<file path="src/rtl/pipe_column_gen.sv">
// Pipe-column generator: LFSR-driven gap placement with a reachable vertical step,
// valid/ack handoff to the playfield, and a gap that shrinks as difficulty rises.
module pipe_column_gen #(
   parameter int unsigned ROWS        = 16,
   parameter int unsigned GAP_INIT    = 5,
   parameter int unsigned GAP_MIN     = 3,
   parameter int unsigned MAX_STEP    = 3,
   parameter int unsigned LEVEL_PIPES = 8,
   parameter int unsigned MAX_TRIES   = 8,
   parameter logic [7:0]  SEED        = 8'hA5,
   localparam int unsigned CW         = $clog2(ROWS)
) (
   input  logic            clk_i,
   input  logic            rst_ni,
   input  logic            restart_i,
   input  logic            req_i,
   input  logic            col_ack_i,
   output logic            col_valid_o,
   output logic [ROWS-1:0] col_o,
   output logic [CW-1:0]   gap_top_o,
   output logic [CW-1:0]   gap_size_o,
   output logic [3:0]      level_o,
   output logic            busy_o
);

   localparam int unsigned TW       = $clog2(MAX_TRIES + 1);
   localparam int unsigned PW       = $clog2(LEVEL_PIPES + 1);
   localparam int unsigned StepLim  = (MAX_STEP > ROWS) ? ROWS : MAX_STEP;

   localparam logic [CW-1:0] TopInit   = CW'((ROWS - GAP_INIT) / 2);
   localparam logic [CW-1:0] GapInit   = CW'(GAP_INIT);
   localparam logic [CW-1:0] GapMin    = CW'(GAP_MIN);
   localparam logic [CW:0]   RowsM1    = (CW+1)'(ROWS - 1);
   localparam logic [CW:0]   StepW     = (CW+1)'(StepLim);
   localparam logic [TW-1:0] TriesMax  = TW'(MAX_TRIES);
   localparam logic [PW-1:0] PipesLast = PW'(LEVEL_PIPES - 1);

   typedef enum logic [1:0] {StIdle, StDraw, StEmit} state_e;

   state_e          state_q, state_d;
   logic [7:0]      lfsr_q;
   logic [TW-1:0]   tries_q, tries_d;
   logic [CW-1:0]   gap_top_q, gap_top_d;
   logic [CW-1:0]   prev_top_q, prev_top_d;
   logic [CW-1:0]   gap_size_q, gap_size_d;
   logic [3:0]      level_q, level_d;
   logic [PW-1:0]   pipes_q, pipes_d;

   logic [CW-1:0]   cand, diff, fallback;
   logic [CW:0]     hi_w, cand_w, prev_w;
   logic            accept;

   // Free-running LFSR; deliberately untouched by restart so games differ.
   always_ff @(posedge clk_i or negedge rst_ni) begin
      if (!rst_ni) lfsr_q <= SEED;
      else         lfsr_q <= {lfsr_q[6:0], lfsr_q[7] ^ lfsr_q[5] ^ lfsr_q[4] ^ lfsr_q[3]};
   end

   // Candidate legality and step check; widened so ROWS-1-gap_size cannot wrap.
   always_comb begin
      cand   = lfsr_q[CW-1:0];
      cand_w = {1'b0, cand};
      prev_w = {1'b0, prev_top_q};
      hi_w   = RowsM1 - {1'b0, gap_size_q};
      diff   = (cand >= prev_top_q) ? (cand - prev_top_q) : (prev_top_q - cand);
      accept = (cand_w >= (CW+1)'(1)) && (cand_w <= hi_w) && ({1'b0, diff} <= StepW);
      if (prev_w < (CW+1)'(1))  fallback = CW'(1);
      else if (prev_w > hi_w)   fallback = hi_w[CW-1:0];
      else                      fallback = prev_top_q;
   end

   // Next-state: restart overrides everything; ack commits the column and difficulty.
   always_comb begin
      state_d    = state_q;
      tries_d    = tries_q;
      gap_top_d  = gap_top_q;
      prev_top_d = prev_top_q;
      gap_size_d = gap_size_q;
      level_d    = level_q;
      pipes_d    = pipes_q;
      if (restart_i) begin
         state_d    = StIdle;
         tries_d    = '0;
         gap_top_d  = TopInit;
         prev_top_d = TopInit;
         gap_size_d = GapInit;
         level_d    = '0;
         pipes_d    = '0;
      end else begin
         unique case (state_q)
            StIdle: begin
               if (req_i) begin
                  state_d = StDraw;
                  tries_d = '0;
               end
            end
            StDraw: begin
               if (tries_q == TriesMax) begin
                  gap_top_d = fallback;
                  state_d   = StEmit;
               end else if (accept) begin
                  gap_top_d = cand;
                  state_d   = StEmit;
               end else begin
                  tries_d = tries_q + TW'(1);
               end
            end
            StEmit: begin
               if (col_ack_i) begin
                  state_d    = StIdle;
                  prev_top_d = gap_top_q;
                  if (pipes_q == PipesLast) begin
                     pipes_d = '0;
                     if (level_q != 4'hF)      level_d    = level_q + 4'd1;
                     if (gap_size_q != GapMin) gap_size_d = gap_size_q - CW'(1);
                  end else begin
                     pipes_d = pipes_q + PW'(1);
                  end
               end
            end
            default: state_d = StIdle;
         endcase
      end
   end

   // State and datapath registers.
   always_ff @(posedge clk_i or negedge rst_ni) begin
      if (!rst_ni) begin
         state_q    <= StIdle;
         tries_q    <= '0;
         gap_top_q  <= TopInit;
         prev_top_q <= TopInit;
         gap_size_q <= GapInit;
         level_q    <= '0;
         pipes_q    <= '0;
      end else begin
         state_q    <= state_d;
         tries_q    <= tries_d;
         gap_top_q  <= gap_top_d;
         prev_top_q <= prev_top_d;
         gap_size_q <= gap_size_d;
         level_q    <= level_d;
         pipes_q    <= pipes_d;
      end
   end

   // Column pattern: pipe lit everywhere except the gap rows.
   always_comb begin
      col_o = '1;
      for (int i = 0; i < int'(ROWS); i++) begin
         if (i >= int'(gap_top_q) && i < int'(gap_top_q) + int'(gap_size_q)) col_o[i] = 1'b0;
      end
   end

   assign col_valid_o = (state_q == StEmit);
   assign busy_o      = (state_q != StIdle);
   assign gap_top_o   = gap_top_q;
   assign gap_size_o  = gap_size_q;
   assign level_o     = level_q;

endmodule

</file>
<file path="config.mk">
export PLATFORM = sky130hd
export DESIGN_NAME = pipe_column_gen
export DESIGN_NICKNAME = d
export VERILOG_FILES = /design/src/rtl/pipe_column_gen.sv
export SDC_FILE = /design/constraint.sdc
export NUM_CORES = 1
export LEC_CHECK = 0
export CAP_MARGIN = 5
export CELL_PAD_IN_SITES_DETAIL_PLACEMENT = 1
export CELL_PAD_IN_SITES_GLOBAL_PLACEMENT = 2
export CORE_UTILIZATION = 34
export DETAILED_ROUTE_END_ITERATION = 12
export PLACE_DENSITY_LB_ADDON = 0.05
export SETUP_SLACK_MARGIN = 0.05
export SYNTH_ARGS = -nofsm -noshare
export SYNTH_HDL_FRONTEND = slang
export SYNTH_SLANG_ARGS = --single-unit
export TNS_END_PERCENT = 10
</file>
<file path="constraint.sdc">
create_clock -name clk_i -period 2.6 [get_ports clk_i]
set_input_delay 0.52 -clock clk_i [delete_from_list [all_inputs] [get_ports clk_i]]
set_output_delay 0.52 -clock clk_i [all_outputs]
set_load 0.01 [all_outputs]
</file>
==> run metrics <==
status=finished with violations; failing checks=negative setup slack; Slew headroom=68.7%; Seq/Total Area, Yosys=33.1%; n_diodes=0; post-synthesis cell count=approximately 290; HP Start=lfsr_q[6]; drt total wl=~7700 µm; asr flop ratio synth=100%; Slew @ Worst Pin=roughly 0.46 ns; Initial DRC Count=100; post-place setup slack=-0.229 ns; Peak VDD IR=~0.16 mV; filler instances=roughly 840; critical path class=flop to output port; HP Class=flop to flop; fmax=between 0.3 and 0.4 GHz; routability congestion estimate from global placement=0.774; ys flop type=dfrtp_1; first-pass GRT wire length=about 12,000 µm; vias in the first global route=2,452; clk slew on worst S/H paths=0.08 ns; PwrDens=between 400 and 500 mW/mm²; CP Max Fanout=4; CTS tree=yes; R2R setup slack=around 0.17 ns; Core ar.=0.00733 mm²; initial antenna violation count=0; syn avg cell area=just over 9 µm²; count of final setup violators=13; overall die height=just under 90 µm; Final ANT Viol Nets=0; met1 Use GR=between 20% and 30%; reg2reg start=lfsr_q[2]; Yosys cell types=60; R2R cell count=9; Synth top cells by count=38 x nand2_1, 25 x ha_1, 24 x dfrtp_1; Clock Tree Buf Depth=2; number of flops mapped to enable cells by yosys=0; Total Power=between 1000 and 1500 µW; die width=between 80 and 90 µm; flops & latches, synth=34; Int Power=approximately 970 µW; HPWL Detailed=5600 µm; initial cell density of the core=35.5%; CTS HTree Levels=2; DR pass1 iterations=4; Arr. time, crit path=2.22 ns; GR Util met3=roughly 2.8%; Synth Net Count=approximately 320; die area=~0.008 mm²; switching part of the total=a little under a third; clock sinks=34; met2 Usage GRT=around 34%; Hold Path Depth=0; clk_lat worst skew=roughly 0.29 ns; global route hottest layer=met2; via/cell ratio=about 5.3; clk root buf=clkbuf_8; Slew Limit Fails=0; layout cell share with drive strength beyond 1=about 30%; RSZ-0062 raised after global routing=yes; Hold-fix buffers, CTS=0; largest net degree at the start of global routing=35; Tcrit/Tclk final=105%; Synth area leader=dfrtp_1; Hold Fails Final Rpt=0; Final Skew=around 0.0053 ns; # rows=31; Buffers on Ports=34; Congestion Overflow GR=0; io pins=35; count leader, synth=nand2_1; top cells by area, synth=dfrtp_1 23%, ha_1 12%, dfstp_2 10%; total global routing track utilization=around 20%; DRC errors left=0; DR vias=between 2k and 2.5k; Max Cap Viol=0; area share of the largest cell type after synthesis=between 20% and 30%; Clock Power Share=between 30% and 40%; wire per inst=around 17 µm; Nets=between 300 and 400; Pleak=around 0.0015 µW; Hold EP=lfsr_q[7]; Final min period=roughly 2.7 ns; CP Capture Type=output port; sw power=roughly 430 µW; TritonCTS buffer count=5; Layout area overhead=32.1%; Mapped Area=around 0.0026 mm²; Reg-to-Reg End=gap_top_o[1]; yosys warns=0; Crit path required time=~2.1 ns; Worst Slack Setup Final=-0.141 ns; Seq pwr share=around two fifths; power share of the combinational group=between 20 and 30%; Critical Path Start Type=flop
## area by class of cell
type                            count  area, µm²  area share [%]
Tap cell                           99        124            3.60
Sequential cell                    34        863            25.1
Inverter                           16       60.1            1.74
Clock inverter                      1       5.00           0.145
Timing Repair Buffer               74        603            17.5
Clock buffer                        7       86.3            2.51
Multi-Input combinational cell    228       1700            49.4
## sequential cells by signal, indices dropped and copies added (netlist names)
name / cells
lfsr_q: 8
prev_top_q: 4
gap_size_o: 4
pipes_q: 4
level_o: 4
state_q: 2
gap_top_o: 4
tries_q: 4
## worst max-delay path, cell delays in order, from the launching register on
cell	delay [ns]
dfstp_2	0.54
ha_1	0.29
a21oi_2	0.18
xor2_1	0.10
buf_4	0.15
buf_4	0.12
a22oi_2	0.20
buf_4	0.15
o211ai_1	0.07
buf_2	0.15
## cell families after synthesis
group,share of synthesized area [%]
fa+ha+maj,12.8
buf+inv,6.05
flops,33.1
xor+xnor,3.36
mux,1.97
simple gates,23.2
compound gates,19.5
## through the flow
stage / cells / cell area (µm²) / hold slack [ns] / TNS, ns / util (%)
CTS: 458 / 3410 / 0.369 / -0.871 / 46.5
finish: 459 / 3440 / 0.365 / -1.04 / 47.0
global route: 459 / 3440 / 0.384 / -2.43 / 47.0
detailed placement: 441 / 3210 / 0.350 / -2.69 / 43.8
global placement: 441 / 3210 / 0.335 / -2.22 / 43.8
floorplan: 287 / 2610 / 0.224 / 0 / -
## metal layers
layer,routed length (µm),share of wire (%),vias up
li1,-,-,1180
met1,3760,49,1213
met2,3700,48,29
met3,113,1.5,8
met4,87,1.1,0
met5,0,0,-
## power groups by stage
stage | Combinational [µW] | Sequential, µW | Clock [µW]
global route | 456 | 566 | 459
floorplan | 174 | 583 | 0
global placement | 373 | 573 | 0
CTS | 407 | 563 | 437
detailed placement | 377 | 573 | 0
finish | 412 | 564 | 423
## placed cells by master, fill, tap and decap left out, types with 8 or more instances in the layout
cell type        instances
nand2_1                 36
buf_4                   36
dfrtp_1                 24
ha_1                    23
clkdlybuf4s50_1         18
nor2_1                  15
inv_1                   14
o21ai_0                 13
buf_2                   12
nand3_1                 11
a21oi_1                 11
dfstp_2                 10
o211ai_1                 8
## how the worst max path moves through the flow
stage | from | cells after the start | to | slack (ns)
finish | gap_top_o[2] | 9 | col_o[8] | -0.14
global route | gap_top_o[2] | 9 | col_o[9] | -0.24
CTS | gap_top_o[1] | 9 | col_o[8] | -0.11
detailed placement | gap_top_o[0] | 9 | col_o[10] | -0.23
global placement | gap_top_o[0] | 9 | col_o[10] | -0.19
floorplan | gap_size_o[0] | 4 | col_o[10] | 0.16
## what timing repair did
action	4_1_cts	5_1_grt
pin swaps	11	7
resized for setup	76	16
setup endpoints to repair	16	23
buffers inserted	9	1
(Power assumes the default switching activity.)
